<file path="config.mk">
export PLATFORM = sky130hd
export DESIGN_NAME = if_fetch_stage
export DESIGN_NICKNAME = d
export VERILOG_FILES = /design/src/rtl/mips_pkg.sv /design/src/rtl/if_id_reg.sv /design/src/rtl/if_fetch_stage.sv
export SDC_FILE = /design/constraint.sdc
export NUM_CORES = 1
export LEC_CHECK = 0
export CAP_MARGIN = 20
export CORE_MARGIN = 4
export CORE_UTILIZATION = 45
export CTS_BUF_LIST = sky130_fd_sc_hd__clkbuf_2
export DETAILED_ROUTE_END_ITERATION = 16
export PLACE_DENSITY = 0.82
export SKIP_CTS_REPAIR_TIMING = 1
export SYNTH_ARGS = -nofsm -noshare
export SYNTH_HDL_FRONTEND = slang
export SYNTH_SLANG_ARGS = --single-unit
</file>
<file path="constraint.sdc">
create_clock -name clk -period 2.3 [get_ports clk]
set_input_delay 0.46 -clock clk [delete_from_list [all_inputs] [get_ports clk]]
set_output_delay 0.46 -clock clk [all_outputs]
set_load 0.05 [all_outputs]
</file>
<file path="src/rtl/mips_pkg.sv">
// Shared constants and state encoding for the fetch stage.
package mips_pkg;

    localparam logic [31:0] DEF_RESET_PC       = 32'h0000_0000;
    localparam logic [31:0] DEF_HALT_INSTR     = 32'hFFFF_FFFF;
    localparam logic [31:0] DEF_NOP_INSTR      = 32'h0000_0000;
    localparam int unsigned DEF_DRAIN_CYCLES   = 4;

    typedef enum logic [1:0] {
        ST_RUN     = 2'd0,
        ST_DRAIN   = 2'd1,
        ST_HALTED  = 2'd2
    } fetch_state_e;

endpackage

</file>
<file path="src/rtl/if_id_reg.sv">
// IF/ID pipeline register: reset and squash load a NOP, hold freezes contents.
module if_id_reg
    import mips_pkg::*;
#(
    parameter logic [31:0] NOP_INSTR = DEF_NOP_INSTR
) (
    input  logic        clk,
    input  logic        reset,
    input  logic        hold,
    input  logic        squash,
    input  logic [31:0] fetch_instr,
    input  logic [31:0] fetch_pc4,
    output logic [31:0] if_id_instr,
    output logic [31:0] if_id_pc4
);

    always_ff @(posedge clk) begin
        if (reset) begin
            if_id_instr <= NOP_INSTR;
            if_id_pc4   <= '0;
        end else if (hold) begin
            if_id_instr <= if_id_instr;
            if_id_pc4   <= if_id_pc4;
        end else if (squash) begin
            if_id_instr <= NOP_INSTR;
            if_id_pc4   <= '0;
        end else begin
            if_id_instr <= fetch_instr;
            if_id_pc4   <= fetch_pc4;
        end
    end

endmodule

</file>
<file path="src/rtl/if_fetch_stage.sv">
// Instruction-fetch stage: PC, next-PC selection, IF/ID register and the
// HALT drain state machine.
module if_fetch_stage
    import mips_pkg::*;
#(
    parameter logic [31:0] RESET_PC     = DEF_RESET_PC,
    parameter logic [31:0] HALT_INSTR   = DEF_HALT_INSTR,
    parameter logic [31:0] NOP_INSTR    = DEF_NOP_INSTR,
    parameter int unsigned DRAIN_CYCLES = DEF_DRAIN_CYCLES
) (
    input  logic        clk,
    input  logic        reset,
    input  logic        enable,
    input  logic        stall,
    input  logic        pc_src,
    input  logic [31:0] branch_target,
    output logic [31:0] imem_addr,
    input  logic [31:0] imem_data,
    output logic [31:0] pc,
    output logic [31:0] if_id_instr,
    output logic [31:0] if_id_pc4,
    output logic        halted
);

    localparam logic [3:0] DRAIN_LAST = 4'(DRAIN_CYCLES - 1);

    fetch_state_e state;
    logic [3:0]   drain_cnt;
    logic [31:0]  pc_plus4;
    logic         advance;
    logic         is_halt;
    logic         squash;

    assign imem_addr = pc;
    assign pc_plus4  = pc + 32'd4;
    assign is_halt   = (imem_data == HALT_INSTR);
    // An advancing edge: enabled, unstalled and not parked in HALTED.
    assign advance   = enable && !stall && (state != ST_HALTED);
    assign squash    = pc_src || (state == ST_DRAIN);

    always_ff @(posedge clk) begin
        if (reset) begin
            pc <= RESET_PC;
        end else if (advance) begin
            if (pc_src)
                pc <= branch_target;
            else if (state == ST_RUN && !is_halt)
                pc <= pc_plus4;
        end
    end

    always_ff @(posedge clk) begin
        if (reset) begin
            state     <= ST_RUN;
            drain_cnt <= '0;
            halted    <= 1'b0;
        end else if (advance) begin
            case (state)
                ST_RUN: begin
                    if (!pc_src && is_halt) begin
                        state     <= ST_DRAIN;
                        drain_cnt <= '0;
                    end
                end
                ST_DRAIN: begin
                    // A redirect means the HALT was fetched down the wrong path.
                    if (pc_src) begin
                        state     <= ST_RUN;
                        drain_cnt <= '0;
                    end else begin
                        drain_cnt <= drain_cnt + 4'd1;
                        if (drain_cnt == DRAIN_LAST) begin
                            state  <= ST_HALTED;
                            halted <= 1'b1;
                        end
                    end
                end
                default: begin
                    state <= state;
                end
            endcase
        end
    end

    if_id_reg #(
        .NOP_INSTR (NOP_INSTR)
    ) u_if_id_reg (
        .clk         (clk),
        .reset       (reset),
        .hold        (!advance),
        .squash      (squash),
        .fetch_instr (imem_data),
        .fetch_pc4   (pc_plus4),
        .if_id_instr (if_id_instr),
        .if_id_pc4   (if_id_pc4)
    );

endmodule

</file>
==> flow_summary.toml, run 1 <==
[outcome]
status = "completed"

[global_routing]
grt_pass1_vias = 5405
grt_pass1_wl_um = 27200
grt_max_degree = 88
grt_overflow = 0
grt_usage = 0.253
antenna_found_initial = 0

[finish]
area_growth_pct = 48.6
final_common_cell = "dlymetal6s2s_1"
drive_above_1_share = 0.108
fin_nets = 856
antenna-diode-count = 0
fin_cells = 930
final_cell_mix = "dlymetal6s2s_1 (128), dfxtp_1 (98), nor2_1 (72)"

[cts]
root_buffer = "clkbuf_2"
clockBufferDepth = 2
cts_tree = "built"
clock-sinks = 103
clkLatencyLatePin_ns = 0.58
numCtsBuffers = 9
clkTransAtPathRegs_ns = 0.28
htreeDepth = 3

[floorplanning]
die_height_um = 115
start_util = 0.469
rows = 38
core-area_um2 = 11100
ios = 198
fp.dieW_um = 115
dieArea_um2 = 13300

[synth]
syn_inst = 618
synth_fa_ha_area_frac = 0.00482
synth_area_um2 = 5190
yosys_warnings = 0
synth_edf_count = 0
synthXorXnorAreaFrac = 0.0320
synth-simple-area-share = 0.214
async_reset_ff_frac = 0
avgSynthCellArea_um2 = 8.40
synth_fp_nets = 689
muxShareOfSynthArea = 0.00988
synth_ff_type = "dfxtp_1"
synth_seq_cells = 103
synth_top_family_by_area = "compound AO/OA/AOI/OAI gates"
synth_compound_area_frac = 0.239
yosysUniqueCellTypes = 63
yosysSeqAreaShare = 0.397

[setup_path]
cp_max_fo = 13
end_kind = "flop"
crit_type = "reg2reg"
arrival_ns = 2.72
start_kind = "flop"
required_ns = 2.79

[placed_design]
hpwl_um = 12500
dp_cells = 914
portBuffers = 197
place_congestion = 0.943

[flow_run]
drv_cap = 0

[routing]
drt-total-wl_um = 17600
wl_per_cell_um = 18.9
first_pass_iters = 5
drt_iter0_markers = 433
route.detailed.drc = 0
drt-vias-per-instance = 5.96
antenna_left = 0
vias = 5540

[timing]
setup_viol = 0
drv_slew = 0
fmax_mhz = 448
hold_violations = 0
skew_ns = 0.0211
slew_headroom = 0.615
timing.hold.ws_ns = 0.183
period_share = 0.970
finalCriticalPeriod_ns = 2.23
tightest_slew_ns = 0.577

[power]
power_leakage_nw = 4.81
power_per_cell_area_nw_per_um2 = 471
ir_worst_vdd_mv = 0.281

[min_path]
min_path_type = "in2reg"
## sequential cells by signal (all words and copies together), names as in the netlist
name and count:
halted 1, imem_addr 32, drain_cnt 4, u_if_id_reg.if_id_pc4 32, u_if_id_reg.if_id_instr 32, state 2
## metal layers
| metal | GRT usage | up-vias | wire [µm] |
|---|---|---|---|
| met5 | 0 | - | 0 |
| met2 | 0.429 | 338 | 8430 |
| met1 | 0.308 | 2584 | 6710 |
| met3 | 0.0684 | 32 | 2130 |
| li1 | - | 2586 | - |
| met4 | 0.0955 | 0 | 333 |
## cells in the mapped netlist (3+ instances only)
cell / instances / area share
a21oi_1: 28 / 0.027
a22oi_1: 61 / 0.088
a32o_1: 4 / 0.0077
and2_1: 3 / 0.0036
and3_1: 3 / 0.0036
and4_1: 7 / 0.012
buf_2: 10 / 0.0096
buf_4: 33 / 0.048
clkbuf_1: 37 / 0.027
dfxtp_1: 103 / 0.40
inv_1: 13 / 0.0094
mux2i_1: 4 / 0.0077
nand2_1: 50 / 0.036
nand3_1: 11 / 0.011
nand4_1: 24 / 0.029
nor2_1: 72 / 0.052
nor3_1: 21 / 0.020
nor4_1: 10 / 0.012
o21a_1: 3 / 0.0043
o21ai_0: 16 / 0.015
o22ai_1: 3 / 0.0036
o31a_1: 8 / 0.013
o32ai_1: 20 / 0.034
o41ai_1: 5 / 0.0084
or3_1: 3 / 0.0036
xnor2_1: 13 / 0.022
xor2_1: 6 / 0.010
## area by class of cell
class                           count  area, µm²
Clock inverter                      6       47.5
Tap cell                          140        175
Clock buffer                       10       50.0
Sequential cell                   103       2070
Fill cell                         849       3360
Multi-Input combinational cell    414       2610
Timing Repair Buffer              241       2700
Inverter                           16       60.1
## where the power goes
| group | switching, mW | internal [mW] |
|---|---|---|
| sequential | 0.0522 | 1.85 |
| clock | 0.631 | 0.148 |
| combinational | 0.587 | 0.369 |
| total | 1.27 | 2.36 |
## critical path: stages, from the launching register on
cell and delay, ns:
dfxtp_2 0.43, ha_1 0.20, inv_2 0.08, or4_4 0.67, o31a_1 0.34, o21ai_0 0.29, a21oi_1 0.11
## metrics by stage
| stage | power [mW] | setup slack, ns | TNS, ns | instance area (µm²) | util |
|---|---|---|---|---|---|
| global route | 3.78 | -0.00464 | -0.00464 | 7710 | 0.696 |
| finish | 3.63 | 0.0681 | 0 | 7710 | 0.696 |
| global placement | 2.87 | -0.163 | -1.64 | 7290 | 0.658 |
| floorplan | 2.50 | 0.00996 | 0 | 5200 | - |
| CTS | 3.66 | -0.245 | -9.54 | 7390 | 0.667 |
| detailed placement | 2.89 | -0.214 | -2.43 | 7290 | 0.658 |
## logic make-up after synthesis
family,after synthesis
xor+xnor,19
flops,103
fa+ha+maj,2
compound gates,170
mux,5
simple gates,218
buf+inv,101
## worst paths after layout
check,endpoint,startpoint,slack [ns],cells after the start
worst max register to register,u_if_id_reg.if_id_pc4[26]$_SDFFE_PP0N_,imem_addr[3]$_SDFFE_PP0P_,0.07,6
worst max-delay path,u_if_id_reg.if_id_pc4[26]$_SDFFE_PP0N_,imem_addr[3]$_SDFFE_PP0P_,0.07,6
worst min register to register,u_if_id_reg.if_id_pc4[26]$_SDFFE_PP0N_,u_if_id_reg.if_id_pc4[26]$_SDFFE_PP0N_,0.47,2
worst min-delay path,imem_addr[23]$_SDFFE_PP0P_,reset,0.18,2
(Power assumes the default switching activity.)
==> inputs of run 2 (changes only) <==
- clock period: 2.3 -> 2.7 ns (I/O delays scaled with it)
==> run 2 against run 1 <==
Non-clock buffer count shrank 20. Critical path depth shrank 5. Core utilization shrank 4.7 points. Critical path type is now reg2out. Highest routed layer unchanged.
==> flow_summary.toml, run 2 (same netlist as run 1, synthesis figures left out) <==
[outcome]
status = "completed"

[power]
switchingPower_mw = 1.05
power_per_cell_area_nw_per_um2 = 434
p_comb_frac = 0.245
ir_worst_vdd_mv = 0.354
power.internal_mw = 2.08
pwr-share-seq = 0.523
swShare = 0.334
clock_power_share = 0.232
power_leakage_nw = 2.53

[timing]
setup_viol = 0
tns_ns = 0
period_share = 0.951
slew_headroom = 0.313
tightest_slew_ns = 1.03
hold_violations = 0
skew_ns = 0.0247
drv_slew = 0
finalCriticalPeriod_ns = 2.57
fmax_mhz = 389
rsz0062_at_grt = "no"
fin_ws_ns = 0.132

[setup_path]
required_ns = 2.16
slowest_delay_ns = 0.87
regToRegSetupSlack_ns = 0.23
crit_family = "buffers and inverters"
r2r_end = "u_if_id_reg.if_id_pc4[22]$_SDFFE_PP0N_"
end_kind = "output port"
rr_worst_depth = 6
cp_num_buf_inv = 1
arrival_ns = 2.03
slowest_stage = "clkdlybuf4s50_1"
cp_max_fo = 10
crit_type = "reg2out"
start_kind = "flop"
cp_cell_sequence = "clkdlybuf4s50_1"
reg2reg_from = "imem_addr[2]$_SDFFE_PP0P_"

[min_path]
hold_path.startpoint = "pc_src"
hold_depth = 3
min_path_type = "in2reg"
min_delay_worst_endpoint = "imem_addr[29]$_SDFFE_PP0P_"

[floorplanning]
die_height_um = 115
ios = 198
rows = 38
start_util = 0.469
fp.dieW_um = 115
dieArea_um2 = 13300
core-area_um2 = 11100

[finish]
area_growth_pct = 38.6
fin_nets = 836
multi_input_area_um2 = 2610
drive_above_1_share = 0.0753
nFillCells = 969
final_common_cell = "clkdlybuf4s50_1"
final_cell_mix = "clkdlybuf4s50_1 (190), dfxtp_1 (103), nor2_1 (72)"
antenna-diode-count = 0
ff_latch_area_um2 = 2060

[global_routing]
grt_overflow = 0
grt_usage = 0.243
antenna_found_initial = 0
grt_pass1_vias = 5346
grt_max_degree = 99
grt_pass1_wl_um = 26100

[routing]
drt-vias-per-instance = 5.96
drt_iter0_markers = 302
first_pass_iters = 5
antenna_left = 0
vias = 5424
wl_per_cell_um = 18.2
route.detailed.drc = 0
drt-total-wl_um = 16500

[cts]
root_buffer = "clkbuf_2"
clkLatencyLatePin_ns = 0.56
clkTransAtPathRegs_ns = 0.26
clockBufferDepth = 2
htreeDepth = 3
cts_tree = "built"
clock-sinks = 103
numCtsBuffers = 9

[placed_design]
hpwl_um = 12100
place_congestion = 0.855
portBuffers = 197
post-place-ws_ns = 0.0201

[flow_run]
drv_cap = 0
==> run 2: worst max-delay path by stage <==
stage | start | endpoint | slack, ns | cells after the start
after floorplan | imem_addr[3]$_SDFFE_PP0P_ | imem_addr[28]$_SDFFE_PP0P_ | 0.22 | 7
after global placement | imem_data[23] | imem_addr[18]$_SDFFE_PP0P_ | 0.09 | 7
after detailed placement | imem_data[15] | imem_addr[18]$_SDFFE_PP0P_ | 0.02 | 7
after CTS | imem_addr[26]$_SDFFE_PP0P_ | imem_addr[26] | 0.05 | 1
after global routing | imem_addr[9]$_SDFFE_PP0P_ | pc[9] | 0.0004 | 1
final | imem_addr[20]$_SDFFE_PP0P_ | imem_addr[20] | 0.13 | 1
==> run 2: stage by stage <==
step / utilization / cell area, µm² / power (mW) / hold WS [ns] / instances
finish: 0.650 / 7200 / 3.13 / 0.457 / 910
global route: 0.650 / 7200 / 3.26 / 0.384 / 910
CTS: 0.648 / 7180 / 3.15 / 0.396 / 910
detailed placement: 0.638 / 7070 / 2.42 / 0.448 / 894
global placement: 0.638 / 7070 / 2.41 / 0.441 / 894
floorplan: - / 5190 / 2.13 / 0.452 / 618
==> run 2: metal layers <==
layer	wire [µm]	share of wire	vias to the layer above	global-route usage
met2	7970	0.48	270	0.414
li1	-	-	2557	-
met5	0	0	-	0
met3	1770	0.11	40	0.0872
met4	446	0.027	0	0.0845
met1	6330	0.38	2557	0.282
==> run 2: cell type report <==
type,instances,area share
Clock buffer,10,0.00696
Clock inverter,6,0.00852
Inverter,16,0.00835
Multi-Input combinational cell,414,0.362
Sequential cell,103,0.287
Tap cell,140,0.0243
Timing Repair Buffer,221,0.303
==> run 2: tightest hold or removal path: stages <==
cell and delay (ns):
buf_2 0.21, nand4_1 0.12, o221ai_1 0.11
==> run 2: power groups by stage <==
stage | sequential (mW) | combinational (mW) | clock, mW
floorplan | 1.80 | 0.338 | 0
finish | 1.63 | 0.765 | 0.727
CTS | 1.63 | 0.764 | 0.755
global route | 1.65 | 0.805 | 0.814
global placement | 1.66 | 0.752 | 0
detailed placement | 1.66 | 0.763 | 0
==> inputs of run 3 (changes only) <==
- CTS_BUF_LIST: sky130_fd_sc_hd__clkbuf_2 -> sky130_fd_sc_hd__clkbuf_2 sky130_fd_sc_hd__clkbuf_4 sky130_fd_sc_hd__clkbuf_8
==> run 3 against run 2 <==
Via count about the same. Die area unchanged. Final area increased by 1.1%. Sequential share of layout area decreased by 0.31 points. Total power increased by 8.4%. Cell count unchanged. Largest cell class unchanged. Largest power group unchanged. Highest routed layer unchanged.
==> flow_summary.toml, run 3 (same netlist as run 1, synthesis figures left out) <==
[timing]
hold_violations = 0
rsz0062_at_grt = "no"
period_share = 0.910
drv_slew = 0
tns_ns = 0
setup_viol = 0
slew_headroom = 0.301
finalCriticalPeriod_ns = 2.46
skew_ns = 0.00814
tightest_slew_ns = 1.05
fmax_mhz = 407

[routing]
vias = 5419
drt-total-wl_um = 16600
route.detailed.drc = 0
wl_per_cell_um = 18.2
antenna_left = 0
drt_iter0_markers = 303
drt-vias-per-instance = 5.95
first_pass_iters = 5

[setup_path]
r2r_end = "u_if_id_reg.if_id_pc4[22]$_SDFFE_PP0N_"
rr_worst_depth = 6
required_ns = 2.91
slowest_stage = "or4_4"
crit_family = "compound AO/OA/AOI/OAI gates"
reg2reg_from = "imem_addr[2]$_SDFFE_PP0P_"
start_kind = "flop"
cp_num_buf_inv = 1
end_kind = "flop"
cp_cell_sequence = "ha_1, inv_2, or4_4, o31a_1, o21ai_0, a21oi_1"
slowest_delay_ns = 0.68
regToRegSetupSlack_ns = 0.24
crit_type = "reg2reg"
cp_max_fo = 13
arrival_ns = 2.67

[power]
power.internal_mw = 2.32
clock_power_share = 0.294
p_comb_frac = 0.226
swShare = 0.315
power_per_cell_area_nw_per_um2 = 466
power_leakage_nw = 2.47
switchingPower_mw = 1.07
ir_worst_vdd_mv = 0.429
pwr-share-seq = 0.480

[min_path]
hold_depth = 2
hold_path.startpoint = "u_if_id_reg.if_id_pc4[20]$_SDFFE_PP0N_"
min_path_type = "reg2reg"
min_delay_worst_endpoint = "u_if_id_reg.if_id_pc4[20]$_SDFFE_PP0N_"

[cts]
clockBufferDepth = 2
clkLatencyLatePin_ns = 0.37
cts_tree = "built"
htreeDepth = 3
clock-sinks = 103
clkTransAtPathRegs_ns = 0.10
root_buffer = "clkbuf_8"
numCtsBuffers = 9

[finish]
final_cell_mix = "clkdlybuf4s50_1 (195), dfxtp_1 (103), nor2_1 (72)"
nFillCells = 954
area_growth_pct = 40.1
antenna-diode-count = 0
final_common_cell = "clkdlybuf4s50_1"
drive_above_1_share = 0.0766
final_util = 0.657
fin_nets = 836

[global_routing]
grtUsageMet2 = 0.412
grt_pass1_vias = 5357
grt_util_met3 = 0.0825
grt_pass1_wl_um = 26200
gr-usage-met1 = 0.285
grt_overflow = 0
antenna_found_initial = 0
grt_usage = 0.242
grt_max_degree = 99
busiest_layer = "met2"

[floorplanning]
ios = 198
rows = 38
start_util = 0.469
core-area_um2 = 11100
fp.dieW_um = 115
die_height_um = 115
dieArea_um2 = 13300

[outcome]
status = "completed"

[placed_design]
portBuffers = 197
hpwl_um = 12100
place_congestion = 0.855

[flow_run]
drv_cap = 0
==> run 3: power by group through the flow <==
stage	clock (mW)	sequential [mW]	combinational [mW]
floorplan	0	1.80	0.338
global placement	0	1.66	0.752
detailed placement	0	1.66	0.763
CTS	1.02	1.63	0.765
global route	1.08	1.64	0.806
finish	0.995	1.63	0.766
==> run 3: per-stage QoR <==
stage / cell area, µm² / power (mW) / worst slack (ns) / hold WS [ns] / std cells
2_1_floorplan: 5190 / 2.13 / 0.217 / 0.452 / 618
3_3_place_gp: 7070 / 2.41 / 0.0912 / 0.441 / 894
3_5_place_dp: 7070 / 2.42 / 0.0201 / 0.448 / 894
4_1_cts: 7270 / 3.41 / 0.260 / 0.459 / 910
5_1_grt: 7270 / 3.52 / 0.125 / 0.479 / 910
6_report: 7270 / 3.39 / 0.242 / 0.455 / 910
==> run 3: worst max path at each step <==
stage	slack (ns)	cells after the start	end	startpoint
CTS	0.26	6	u_if_id_reg.if_id_pc4[22]$_SDFFE_PP0N_	imem_addr[2]$_SDFFE_PP0P_
finish	0.24	6	u_if_id_reg.if_id_pc4[22]$_SDFFE_PP0N_	imem_addr[2]$_SDFFE_PP0P_
floorplan	0.22	7	imem_addr[28]$_SDFFE_PP0P_	imem_addr[3]$_SDFFE_PP0P_
global placement	0.09	7	imem_addr[18]$_SDFFE_PP0P_	imem_data[23]
detailed placement	0.02	7	imem_addr[18]$_SDFFE_PP0P_	imem_data[15]
global route	0.13	6	imem_addr[22]$_SDFFE_PP0P_	imem_addr[2]$_SDFFE_PP0P_
==> run 3: worst reg2reg max path, stage by stage, from the launching register on <==
cell	delay, ns
dfxtp_1	0.42
ha_1	0.36
inv_2	0.11
or4_4	0.68
o31a_1	0.35
o21ai_0	0.27
a21oi_1	0.10
==> run 3: final cells by class <==
class                   count  area [µm²]  share of cell area
inverters                  16        60.1             0.00826
clock buffers              11         145              0.0200
multi-input cells         414        2610               0.358
well taps                 140         175              0.0241
repair buffers            221        2170               0.298
clock inverters             5        57.6             0.00791
flip-flops and latches    103        2060               0.283
==> run 3: routing by layer <==
| layer | wire length (µm) | up-vias |
|---|---|---|
| li1 | - | 2551 |
| met1 | 6300 | 2527 |
| met2 | 8030 | 297 |
| met3 | 1800 | 44 |
| met4 | 454 | 0 |
| met5 | 0 | - |
